**src/rtl/ex_pkg.sv**
```systemverilog
`default_nettype none
// ============================================================================
//  Module      : ex_pkg
//  Description : Shared widths, stall encodings, field indices, divider state
//                encodings and bus layouts for the EX stage.
//  Revision    : 1.0 - initial release
// ============================================================================
package ex_pkg;

    // Bus widths
    localparam int STALL_BUS_WD = 6;
    localparam int ID_TO_EX_WD  = 165;
    localparam int EX_TO_MEM_WD = 144;
    localparam int EX_TO_RF_WD  = 104;

    // Stall vector encoding and stage indices
    localparam logic STOP     = 1'b1;
    localparam logic NO_STOP  = 1'b0;
    localparam int   STALL_ID = 2;
    localparam int   STALL_EX = 3;

    // One-hot ALU operation bit indices
    localparam int ALU_ADD  = 11;
    localparam int ALU_SUB  = 10;
    localparam int ALU_SLT  = 9;
    localparam int ALU_SLTU = 8;
    localparam int ALU_AND  = 7;
    localparam int ALU_NOR  = 6;
    localparam int ALU_OR   = 5;
    localparam int ALU_XOR  = 4;
    localparam int ALU_SLL  = 3;
    localparam int ALU_SRL  = 2;
    localparam int ALU_SRA  = 1;
    localparam int ALU_LUI  = 0;

    // Operand select bit indices
    localparam int SRC1_RS   = 0;
    localparam int SRC1_PC   = 1;
    localparam int SRC1_SA   = 2;
    localparam int SRC2_RT   = 0;
    localparam int SRC2_SIMM = 1;
    localparam int SRC2_8    = 2;
    localparam int SRC2_UIMM = 3;

    // Memory operation bit indices
    localparam int MEM_LW = 0;
    localparam int MEM_SW = 1;

    // hilo_op = {div, divu, mult, multu}
    localparam int HILO_MULTU = 0;
    localparam int HILO_MULT  = 1;
    localparam int HILO_DIVU  = 2;
    localparam int HILO_DIV   = 3;

    // Divider FSM encodings
    typedef enum logic [1:0] {
        DIV_IDLE    = 2'd0,
        DIV_BUSY    = 2'd1,
        DIV_DIVZERO = 2'd2,
        DIV_DONE    = 2'd3
    } div_state_t;

    // Decoded instruction from ID (first field is the MSB end)
    typedef struct packed {
        logic [3:0]  hilo_op;
        logic [1:0]  mem_op;
        logic [31:0] pc;
        logic [31:0] inst;
        logic [11:0] alu_op;
        logic [2:0]  sel_alu_src1;
        logic [3:0]  sel_alu_src2;
        logic        data_ram_en;
        logic [3:0]  data_ram_wen;
        logic        rf_we;
        logic [4:0]  rf_waddr;
        logic        sel_rf_res;
        logic [31:0] rdata1;
        logic [31:0] rdata2;
    } id_to_ex_t;

    typedef struct packed {
        logic [1:0]  mem_op;
        logic [31:0] pc;
        logic        data_ram_en;
        logic [3:0]  data_ram_wen;
        logic        sel_rf_res;
        logic        rf_we;
        logic [4:0]  rf_waddr;
        logic [31:0] ex_result;
        logic        hi_we;
        logic [31:0] hi;
        logic        lo_we;
        logic [31:0] lo;
    } ex_to_mem_t;

    typedef struct packed {
        logic        hi_we;
        logic [31:0] hi;
        logic        lo_we;
        logic [31:0] lo;
        logic        rf_we;
        logic [4:0]  rf_waddr;
        logic [31:0] rf_wdata;
    } ex_to_rf_t;

    // Magnitude of a value that may be interpreted as two's complement
    function automatic logic [31:0] abs32(input logic [31:0] v, input logic use_sign);
        return (use_sign && v[31]) ? (~v + 32'd1) : v;
    endfunction

endpackage
`default_nettype wire

```
**src/rtl/div.sv**
```systemverilog
`default_nettype none
// ============================================================================
//  Module      : div
//  Description : Iterative radix-2 restoring divider, signed or unsigned.
//                IDLE -> BUSY (32 cycles) -> DONE -> IDLE, with DIVZERO
//                standing in for BUSY when the divisor is zero.
//  Revision    : 1.0 - initial release
// ============================================================================
module div
    import ex_pkg::*;
(
    input  logic        clk,
    input  logic        rst,
    input  logic        start,
    input  logic        signed_op,
    input  logic [31:0] a,
    input  logic [31:0] b,
    output logic        busy,
    output logic        done,
    output logic [31:0] quotient,
    output logic [31:0] remainder
);

    div_state_t  r_state;
    logic [4:0]  r_cnt;
    logic [31:0] r_quo;
    logic [31:0] r_rem;
    logic [31:0] r_divisor;
    logic        r_neg_q;
    logic        r_neg_r;

    // Partial remainder shifted left with the next dividend bit, and trial subtract
    logic [32:0] w_shift;
    logic [33:0] w_diff;

    assign w_shift = {r_rem, r_quo[31]};
    assign w_diff  = {1'b0, w_shift} - {2'b00, r_divisor};

    // FSM and datapath: magnitudes sampled on IDLE exit, one quotient bit per BUSY cycle
    always_ff @(posedge clk) begin
        if (rst) begin
            r_state   <= DIV_IDLE;
            r_cnt     <= '0;
            r_quo     <= '0;
            r_rem     <= '0;
            r_divisor <= '0;
            r_neg_q   <= 1'b0;
            r_neg_r   <= 1'b0;
        end else begin
            case (r_state)
                DIV_IDLE: begin
                    if (start) begin
                        r_cnt     <= '0;
                        r_rem     <= '0;
                        r_divisor <= abs32(b, signed_op);
                        r_neg_q   <= signed_op & (a[31] ^ b[31]);
                        r_neg_r   <= signed_op & a[31];
                        if (b == 32'd0) begin
                            r_quo   <= '0;
                            r_state <= DIV_DIVZERO;
                        end else begin
                            r_quo   <= abs32(a, signed_op);
                            r_state <= DIV_BUSY;
                        end
                    end
                end
                DIV_BUSY: begin
                    if (!w_diff[33]) begin
                        r_rem <= w_diff[31:0];
                        r_quo <= {r_quo[30:0], 1'b1};
                    end else begin
                        r_rem <= w_shift[31:0];
                        r_quo <= {r_quo[30:0], 1'b0};
                    end
                    r_cnt <= r_cnt + 5'd1;
                    if (r_cnt == 5'd31) begin
                        r_state <= DIV_DONE;
                    end
                end
                DIV_DIVZERO: r_state <= DIV_DONE;
                DIV_DONE:    r_state <= DIV_IDLE;
                default:     r_state <= DIV_IDLE;
            endcase
        end
    end

    assign busy      = (r_state == DIV_BUSY) || (r_state == DIV_DIVZERO);
    assign done      = (r_state == DIV_DONE);
    // Sign correction: quotient negative iff signs differ, remainder follows dividend
    assign quotient  = r_neg_q ? (~r_quo + 32'd1) : r_quo;
    assign remainder = r_neg_r ? (~r_rem + 32'd1) : r_rem;

endmodule
`default_nettype wire

```
**src/rtl/ex.sv**
```systemverilog
`default_nettype none
// ============================================================================
//  Module      : ex
//  Description : Execute stage: ID/EX pipeline register, inline ALU, data RAM
//                request, single-cycle multiply and iterative divide.
//  Revision    : 1.0 - initial release
// ============================================================================
module ex
    import ex_pkg::*;
(
    input  logic                    clk,
    input  logic                    rst,
    input  logic [STALL_BUS_WD-1:0] stall,
    input  logic [ID_TO_EX_WD-1:0]  id_to_ex_bus,
    output logic [EX_TO_MEM_WD-1:0] ex_to_mem_bus,
    output logic [EX_TO_RF_WD-1:0]  ex_to_rf_bus,
    output logic                    ex_is_load,
    output logic                    stallreq_for_ex,
    output logic                    data_sram_en,
    output logic [3:0]              data_sram_wen,
    output logic [31:0]             data_sram_addr,
    output logic [31:0]             data_sram_wdata
);

    id_to_ex_t   r_ex;
    logic        r_div_consumed;

    logic        w_load_bubble;
    logic        w_load_new;
    logic [31:0] w_src1;
    logic [31:0] w_src2;
    logic [31:0] w_sra;
    logic [31:0] w_alu_result;
    logic [63:0] w_mul_a;
    logic [63:0] w_mul_b;
    logic [63:0] w_product;
    logic        w_is_mul;
    logic        w_is_div;
    logic        w_div_start;
    logic        w_div_busy;
    logic        w_div_done;
    logic [31:0] w_div_quo;
    logic [31:0] w_div_rem;
    logic        w_hi_we;
    logic        w_lo_we;
    logic [31:0] w_hi;
    logic [31:0] w_lo;
    ex_to_mem_t  w_mem;
    ex_to_rf_t   w_rf;
    logic        w_unused;

    assign w_load_bubble = (stall[STALL_ID] == STOP) && (stall[STALL_EX] == NO_STOP);
    assign w_load_new    = (stall[STALL_ID] == NO_STOP);

    // ID/EX pipeline register: bubble, load or hold
    always_ff @(posedge clk) begin
        if (rst || w_load_bubble) begin
            r_ex <= '0;
        end else if (w_load_new) begin
            r_ex <= id_to_ex_t'(id_to_ex_bus);
        end
    end

    // Remembers that the divide currently held in EX has already completed
    always_ff @(posedge clk) begin
        if (rst || w_load_bubble || w_load_new) begin
            r_div_consumed <= 1'b0;
        end else if (w_div_done) begin
            r_div_consumed <= 1'b1;
        end
    end

    // One-hot operand selection
    always_comb begin
        w_src1 = ({32{r_ex.sel_alu_src1[SRC1_RS]}} & r_ex.rdata1)
               | ({32{r_ex.sel_alu_src1[SRC1_PC]}} & r_ex.pc)
               | ({32{r_ex.sel_alu_src1[SRC1_SA]}} & {27'd0, r_ex.inst[10:6]});
        w_src2 = ({32{r_ex.sel_alu_src2[SRC2_RT]}}   & r_ex.rdata2)
               | ({32{r_ex.sel_alu_src2[SRC2_SIMM]}} & {{16{r_ex.inst[15]}}, r_ex.inst[15:0]})
               | ({32{r_ex.sel_alu_src2[SRC2_8]}}    & 32'd8)
               | ({32{r_ex.sel_alu_src2[SRC2_UIMM]}} & {16'd0, r_ex.inst[15:0]});
    end

    // Kept separate so the arithmetic shift is evaluated in a signed context
    assign w_sra = $signed(w_src2) >>> w_src1[4:0];

    // ALU: OR of the one-hot selected function results
    always_comb begin
        w_alu_result = ({32{r_ex.alu_op[ALU_ADD]}}  & (w_src1 + w_src2))
                     | ({32{r_ex.alu_op[ALU_SUB]}}  & (w_src1 - w_src2))
                     | ({32{r_ex.alu_op[ALU_SLT]}}  & {31'd0, $signed(w_src1) < $signed(w_src2)})
                     | ({32{r_ex.alu_op[ALU_SLTU]}} & {31'd0, w_src1 < w_src2})
                     | ({32{r_ex.alu_op[ALU_AND]}}  & (w_src1 & w_src2))
                     | ({32{r_ex.alu_op[ALU_NOR]}}  & ~(w_src1 | w_src2))
                     | ({32{r_ex.alu_op[ALU_OR]}}   & (w_src1 | w_src2))
                     | ({32{r_ex.alu_op[ALU_XOR]}}  & (w_src1 ^ w_src2))
                     | ({32{r_ex.alu_op[ALU_SLL]}}  & (w_src2 << w_src1[4:0]))
                     | ({32{r_ex.alu_op[ALU_SRL]}}  & (w_src2 >> w_src1[4:0]))
                     | ({32{r_ex.alu_op[ALU_SRA]}}  & w_sra)
                     | ({32{r_ex.alu_op[ALU_LUI]}}  & {w_src2[15:0], 16'd0});
    end

    // Multiply: operands extended to 64 bits so the low 64 bits serve both signednesses
    assign w_is_mul  = r_ex.hilo_op[HILO_MULT] | r_ex.hilo_op[HILO_MULTU];
    assign w_mul_a   = {{32{r_ex.hilo_op[HILO_MULT] & r_ex.rdata1[31]}}, r_ex.rdata1};
    assign w_mul_b   = {{32{r_ex.hilo_op[HILO_MULT] & r_ex.rdata2[31]}}, r_ex.rdata2};
    assign w_product = w_mul_a * w_mul_b;

    // Divide: start only from IDLE and only once per instruction occupying EX
    assign w_is_div    = r_ex.hilo_op[HILO_DIV] | r_ex.hilo_op[HILO_DIVU];
    assign w_div_start = w_is_div & ~w_div_busy & ~w_div_done & ~r_div_consumed;

    div u_div (
        .clk       (clk),
        .rst       (rst),
        .start     (w_div_start),
        .signed_op (r_ex.hilo_op[HILO_DIV]),
        .a         (r_ex.rdata1),
        .b         (r_ex.rdata2),
        .busy      (w_div_busy),
        .done      (w_div_done),
        .quotient  (w_div_quo),
        .remainder (w_div_rem)
    );

    assign stallreq_for_ex = w_div_start | w_div_busy;

    // HI/LO write selection
    always_comb begin
        w_hi_we = 1'b0;
        w_lo_we = 1'b0;
        w_hi    = '0;
        w_lo    = '0;
        if (w_is_mul) begin
            w_hi_we = 1'b1;
            w_lo_we = 1'b1;
            w_hi    = w_product[63:32];
            w_lo    = w_product[31:0];
        end else if (w_is_div && w_div_done) begin
            w_hi_we = 1'b1;
            w_lo_we = 1'b1;
            w_hi    = w_div_rem;
            w_lo    = w_div_quo;
        end
    end

    // Data RAM request issued in the EX cycle
    assign data_sram_en    = r_ex.data_ram_en;
    assign data_sram_wen   = r_ex.mem_op[MEM_SW] ? 4'b1111 : 4'b0000;
    assign data_sram_addr  = w_alu_result;
    assign data_sram_wdata = r_ex.rdata2;
    assign ex_is_load      = r_ex.mem_op[MEM_LW];

    // Output bus assembly
    always_comb begin
        w_mem.mem_op       = r_ex.mem_op;
        w_mem.pc           = r_ex.pc;
        w_mem.data_ram_en  = r_ex.data_ram_en;
        w_mem.data_ram_wen = r_ex.data_ram_wen;
        w_mem.sel_rf_res   = r_ex.sel_rf_res;
        w_mem.rf_we        = r_ex.rf_we;
        w_mem.rf_waddr     = r_ex.rf_waddr;
        w_mem.ex_result    = w_alu_result;
        w_mem.hi_we        = w_hi_we;
        w_mem.hi           = w_hi;
        w_mem.lo_we        = w_lo_we;
        w_mem.lo           = w_lo;
        w_rf.hi_we         = w_hi_we;
        w_rf.hi            = w_hi;
        w_rf.lo_we         = w_lo_we;
        w_rf.lo            = w_lo;
        w_rf.rf_we         = r_ex.rf_we;
        w_rf.rf_waddr      = r_ex.rf_waddr;
        w_rf.rf_wdata      = w_alu_result;
    end

    assign ex_to_mem_bus = w_mem;
    assign ex_to_rf_bus  = w_rf;

    // Stall bits of other stages and upper instruction bits are not used here
    assign w_unused = ^{stall[5:4], stall[1:0], r_ex.inst[31:16]};

endmodule
`default_nettype wire

```
**config.mk**
```make
export PLATFORM = sky130hd
export DESIGN_NAME = ex
export DESIGN_NICKNAME = d
export VERILOG_FILES = /design/src/rtl/ex_pkg.sv /design/src/rtl/div.sv /design/src/rtl/ex.sv
export SDC_FILE = /design/constraint.sdc
export NUM_CORES = 2
export LEC_CHECK = 0
export ABC_AREA = 1
export BUFFER_PORTS_ARGS = -buffer_cell sky130_fd_sc_hd__buf_4
export CAP_MARGIN = 20
export CORE_AREA = 2 2 323 325
export CTS_CLUSTER_DIAMETER = 100
export CTS_CLUSTER_SIZE = 20
export DETAILED_ROUTE_END_ITERATION = 8
export DIE_AREA = 0 0 325 327
export MAX_ROUTING_LAYER = met4
export PLACE_DENSITY = 0.93
export SETUP_SLACK_MARGIN = 0.05
export SLEW_MARGIN = 5
export SYNTH_ARGS = -nofsm -noshare
export SYNTH_HDL_FRONTEND = slang
export SYNTH_SLANG_ARGS = --single-unit
```
**constraint.sdc**
```tcl
create_clock -name clk -period 20.1 [get_ports clk]
set_input_delay 3.015 -clock clk [delete_from_list [all_inputs] [get_ports clk]]
set_output_delay 3.015 -clock clk [all_outputs]
set_load 0.005 [all_outputs]
```
After elaboration in Yosys (flattened, before gate mapping):

Index checks and enable logic that the tools add are counted.

* flip-flop bits (word level): 255

* shift-type cells: 3
* reductions and logical operators: 13
* eq/ne operators: 6
* multiplexer cells: 24
* add/sub/neg operators: 8
* multiply operators: 1
* magnitude comparators: 2
* bitwise gates (word level): 58

Operators by type and width (count)
* $or 32x32->32: 16
* $and 32x32->32: 15
* $mux 32: 12
* $not 32->32: 5
* $add 32x1->32 const B: 4
* $pmux 32 s2: 2
* $and 32x1->32: 2
* $lt 32x32->1: 2
* $mul 33x33->64: 1
* $sub 33x32->34: 1
* $add 32x32->32: 1
* $and 32x16->32: 1
* $and 32x5->32: 1
* $logic_not 32->1: 1
* $or 32x4->32: 1
* $shl 32x5->32: 1
* $shr 32x5->32: 1
* $sshr 32x5->32: 1
* $sub 32x32->32: 1
* $xor 32x32->32: 1
* $pmux 5 s2: 1
* $pmux 2 s4: 1
* $and 1x1->1: 7
* $mux 2: 3
* other kinds (17): 33

Depth between registers and ports, before layout:

* depth in word-level cells: 17
* gate-level depth with buffers: 36
* depth with buffers taken out: 33

Modules after synthesis:

A second synthesis with hierarchy kept.

* cells, all modules: 10116
* area, all modules: 68914.8 µm²

Modules (own cells, without submodules)
* ex: area each 58243.4 µm², times used 1, cells an instance 8319
* div: area each 10671.5 µm², times used 1, cells an instance 1797

Worst setup path before layout:

No wires, ideal clock.

* path kind: register -> output
* start point: register r_ex[63] (netlist name)
* end point: output port ex_to_rf_bus[94]
* path buffers: 4
* stages on the path, launching flop included: 32
* arrival time: 7576 ps
* path slack: 9509 ps
* required time: 17085 ps
* cell sequence: dfxtp_1 -> buf_2 -> nand2_1 -> clkbuf_1 -> buf_1 -> nor2_1 -> fa_1 -> inv_1 -> fa_1 -> inv_1 -> fa_1 -> fa_1 -> inv_1 -> fa_1 -> inv_1 -> fa_1 -> inv_1 -> fa_1 -> fa_1 -> inv_1 -> ha_1 -> nand2_1 -> nor2_1 -> inv_1 -> nor2_1 -> nand2_1 -> nor3_1 -> nand2_1 -> nand3_1 -> nor2_1 -> o21ai_0 -> buf_4

* cells in the longest elaborated chain, start to end: 3

RTL lines
* start: declaration: line ex.sv:25 `id_to_ex_t r_ex;`
* start signal: assignment: line ex.sv:60 `r_ex <= id_to_ex_t'(id_to_ex_bus);`
* $and 1x1->1: line ex.sv:105 `assign w_mul_a = {{32{r_ex.hilo_op[HILO_MULT] & r_ex.rdata1[31]}}, r_ex.rdata1};`
* $mul 33x33->64 *: line ex.sv:107 `assign w_product = w_mul_a * w_mul_b;`
* $mux 32 *: line ex.sv:134 `if (w_is_mul) begin`
* end: declaration: line ex.sv:16 `output logic [EX_TO_RF_WD-1:0] ex_to_rf_bus,`

Every way passes the cells marked *; elsewhere a longest branch is shown, timed or not.

Worst setup path in the final report:

* start point: register r_ex, in the netlist data_sram_wdata[1]
* end point: output port ex_to_rf_bus[94]

* cells in the longest elaborated chain, start to end: 2

RTL lines (line)
* $mul 33x33->64: ex.sv:107
* $mux 32: ex.sv:134

Every way passes these cells.

==> impl_metrics.yaml <==
placement:
  pre_cts_slack_ps: 7880
  port_buffers: 471
  dp_cells: 11400
  place_congestion: 1.20
  hpwlAfterDp_mm: 235
global_routing:
  met1_usage: 0.649
  use_met2: 0.801
  antenna_found_initial: 19
  grt-busiest-layer: "met2"
  grt_pass1_wl_mm: 443
  grt-ovfl-total: 0
  gr-usage-met3: 0.235
  grt_usage: 0.579
  grt_max_degree: 89
  grt_pass1_vias: 72400
final_layout:
  syn_to_final_growth_pct: 4.55
  nets: 11700
  final_cell_mix: "nand2_1 (2,805), inv_1 (2,169), fa_1 (1,128)"
  stdcell_count: 11400
  drive_gt1_frac: 0.0765
  layout_commonest_cell: "nand2_1"
clock_network:
  cts_resized: 0
  post_cts_buffers: 0
  cts_buffer_depth: 3
  cts_root_buf: "clkbuf_16"
  clock_latency_ps: 580
  cts_tree: "yes"
  cts.sinks: 255
  numCtsBuffers: 19
  clk_pin_slew_ps: 90
  ctsHoldBuffers: 0
  htree_levels: 1
synthesis:
  syn_avg_cell_area_sq_um: 6.78
  synth-simple-area-share: 0.259
  syn-instance-count: 10100
  synthesis.area_sq_mm: 0.0685
  synthAdderAreaFrac: 0.394
  synth_edf_count: 0
  synth_top_family_by_area: "adder cells"
  yosys_warnings: 0
  synth_compound_area_frac: 0.0875
  synth-seq-cells: 255
  synth_mux_area_frac: 0
  ys_top_cells_by_area: "fa_1 (33%), nand2_1 (15%), inv_1 (12%)"
  synth_area_leader_cell: "fa_1"
  synth_top_cell_area_share: 0.330
  synth_ff_type: "dfxtp_1"
  syn-num-nets: 11700
  ys_types: 64
  async_reset_ff_frac: 0
  ys_seq_area_frac: 0.0746
  synthXorXnorAreaFrac: 0.0104
sta:
  skew_ps: 20.9
  worst_pin_slew_ps: 1280
  finalMaxSlewViolations: 0
  max_freq_mhz: 74.8
  setup_ws_ps: 6730
  setup_viol: 0
  rsz0062_at_grt: "false"
  hold_viol: 0
  setup_tns_ps: 0
  min_period_over_period: 0.665
  period_needed_ps: 13370
  slew_headroom: 0.146
setup_path:
  reg2reg_depth: 10
  reg2reg_from: "u_div.r_rem[15]$_SDFFE_PP0P_"
  crit_arrival_ps: 10360
  cp-end-kind: "output pin"
  rr_endpoint: "u_div.r_rem[19]$_SDFFE_PP0P_"
  critPathKind: "reg2out"
  r2r_slack_ps: 16370
  crit_path_max_fanout: 14
  cp_data_required_time_ps: 17090
  start_kind: "flop"
pwr:
  p_sw_mw: 1.74
  p_leak_nw: 38.8
  pwr-share-comb: 0.661
  seq_power_share: 0.208
  intPower_mw: 1.38
  pwr-share-clk: 0.130
  ir_drop_uv: 67.8
  p_sw_frac: 0.558
  powerDensity_mw_per_mm2: 43.6
floorplan:
  die_area_sq_mm: 0.106
  core-area_sq_mm: 0.103
  die_width_um: 325
  row_count: 118
  ioPinCount: 492
  initial_core_util: 0.665
  die_height_um: 327
detailed_routing:
  post_drt_wl_per_cell_um: 26.5
  drc_errors: 113
  drt_iter0_drc: 10900
  post_drt_via_cell_ratio: 6.30
  ant_nets: 0
  routed_wl_mm: 302
  vias: 71900
  firstDrtPassIters: 9
status:
  violations: "DRC"
  status: "finished with violations"
job:
  drv_cap: 0
hold_path:
  hold_class: "reg2reg"
  hold_depth: 2
  hp-start: "ex_to_mem_bus[106]$_SDFFE_PP0N_"
  holdPathEnd: "ex_to_mem_bus[106]$_SDFFE_PP0N_"
## worst max-delay path, stage by stage (launching register included)
cell and delay [ps]:
dfxtp_2 780, inv_1 470, nor2_1 530, fa_1 590, fa_1 660, fa_1 560, fa_1 980, inv_1 430
fa_1 610, inv_1 60, fa_1 550, inv_1 60, fa_1 480, fa_1 510, inv_1 40, ha_1 420
nand2_1 130, nor2_1 150, inv_1 70, nor2_1 370, nand2_1 130, nor3_1 150, nand2_1 80, nand3_1 220
nor2_1 70, o21ai_0 420, buf_4 200
## worst max-delay path by stage
| stage | cells after the start | slack, ps | end | start |
|---|---|---|---|---|
| 3_3_place_gp | 26 | 7990 | ex_to_mem_bus[56] | data_sram_wdata[2]$_SDFFE_PP0N_ |
| 4_1_cts | 26 | 7200 | ex_to_rf_bus[94] | data_sram_wdata[2]$_SDFFE_PP0N_ |
| 5_1_grt | 26 | 6660 | ex_to_rf_bus[94] | data_sram_wdata[1]$_SDFFE_PP0N_ |
| 3_5_place_dp | 26 | 7880 | ex_to_rf_bus[94] | data_sram_wdata[2]$_SDFFE_PP0N_ |
| 6_report | 26 | 6730 | ex_to_rf_bus[94] | data_sram_wdata[1]$_SDFFE_PP0N_ |
| 2_1_floorplan | 31 | 9510 | ex_to_rf_bus[94] | r_ex[63]$_SDFFE_PP0N_ |
## layer usage
metal	wire length (um)	vias up
met2	123000	6533
li1	-	29900
met5	0	-
met4	34100	0
met1	96400	33300
met3	49200	2155
## Yosys cell counts (7+ instances only)
master and instances:
a21boi_0 8, a21o_1 11, a21oi_1 554, a221oi_1 14
a31oi_1 13, and2_1 7, buf_1 128, buf_2 87
buf_4 227, buf_6 13, clkbuf_1 252, dfxtp_1 255
fa_1 1128, ha_1 352, inv_1 2169, inv_2 12
nand2_1 2805, nand2_2 30, nand3_1 602, nand3_2 9
nand3b_1 18, nand4_1 118, nor2_1 554, nor2_2 16
nor3_1 63, nor4_1 13, o2111ai_1 7, o211ai_1 29
o21a_1 9, o21ai_0 341, o21ai_1 18, o21bai_1 26
o22ai_1 36, o31ai_1 9, or2_2 15, xnor2_1 27
xor2_1 54
## logic make-up after synthesis
group                    after synthesis
AO/OA/AOI/OAI                       1103
XOR/XNOR                              81
adder cells (fa/ha/maj)             1480
buffers and inverters               2896
flip-flops                           255
AND/OR/NAND/NOR                     4281
## sequential cells by signal, summed over array words and instances (netlist names)
name	cells
u_div.r_rem	32
u_div.r_neg_r	1
r_ex	71
data_sram_wdata	32
u_div.r_quo	32
u_div.r_cnt	5
ex_to_mem_bus	44
u_div.r_neg_q	1
ex_is_load	1
u_div.r_divisor	32
r_div_consumed	1
u_div.r_state	2
data_sram_en	1
## layout make-up
| type | count | area [sq um] |
|---|---|---|
| fillers | 8259 | 31300 |
| inverters | 2186 | 8210 |
| diodes | 22 | 55.1 |
| clock buffers | 19 | 475 |
| multi-input cells | 6945 | 51400 |
| clock inverters | 7 | 93.8 |
| flip-flops and latches | 255 | 5140 |
| repair buffers | 591 | 4430 |
| well taps | 1380 | 1730 |
## stage by stage
stage	area (sq um)	util	hold slack [ps]	total power, mW
global route	71600	0.695	493	3.26
CTS	71500	0.695	471	3.00
global placement	70900	0.689	450	2.55
detailed placement	70900	0.689	458	2.59
floorplan	68500	-	444	1.94
finish	71600	0.696	477	3.12
## power by group through the flow
| stage | sequential [mW] | combinational, mW | clock [mW] |
|---|---|---|---|
| floorplan | 0.612 | 1.33 | 0 |
| global placement | 0.650 | 1.90 | 0 |
| detailed placement | 0.653 | 1.94 | 0 |
| CTS | 0.642 | 1.96 | 0.401 |
| global route | 0.652 | 2.19 | 0.418 |
| finish | 0.651 | 2.06 | 0.407 |
Note: power is estimated with default switching activity, not from simulation.
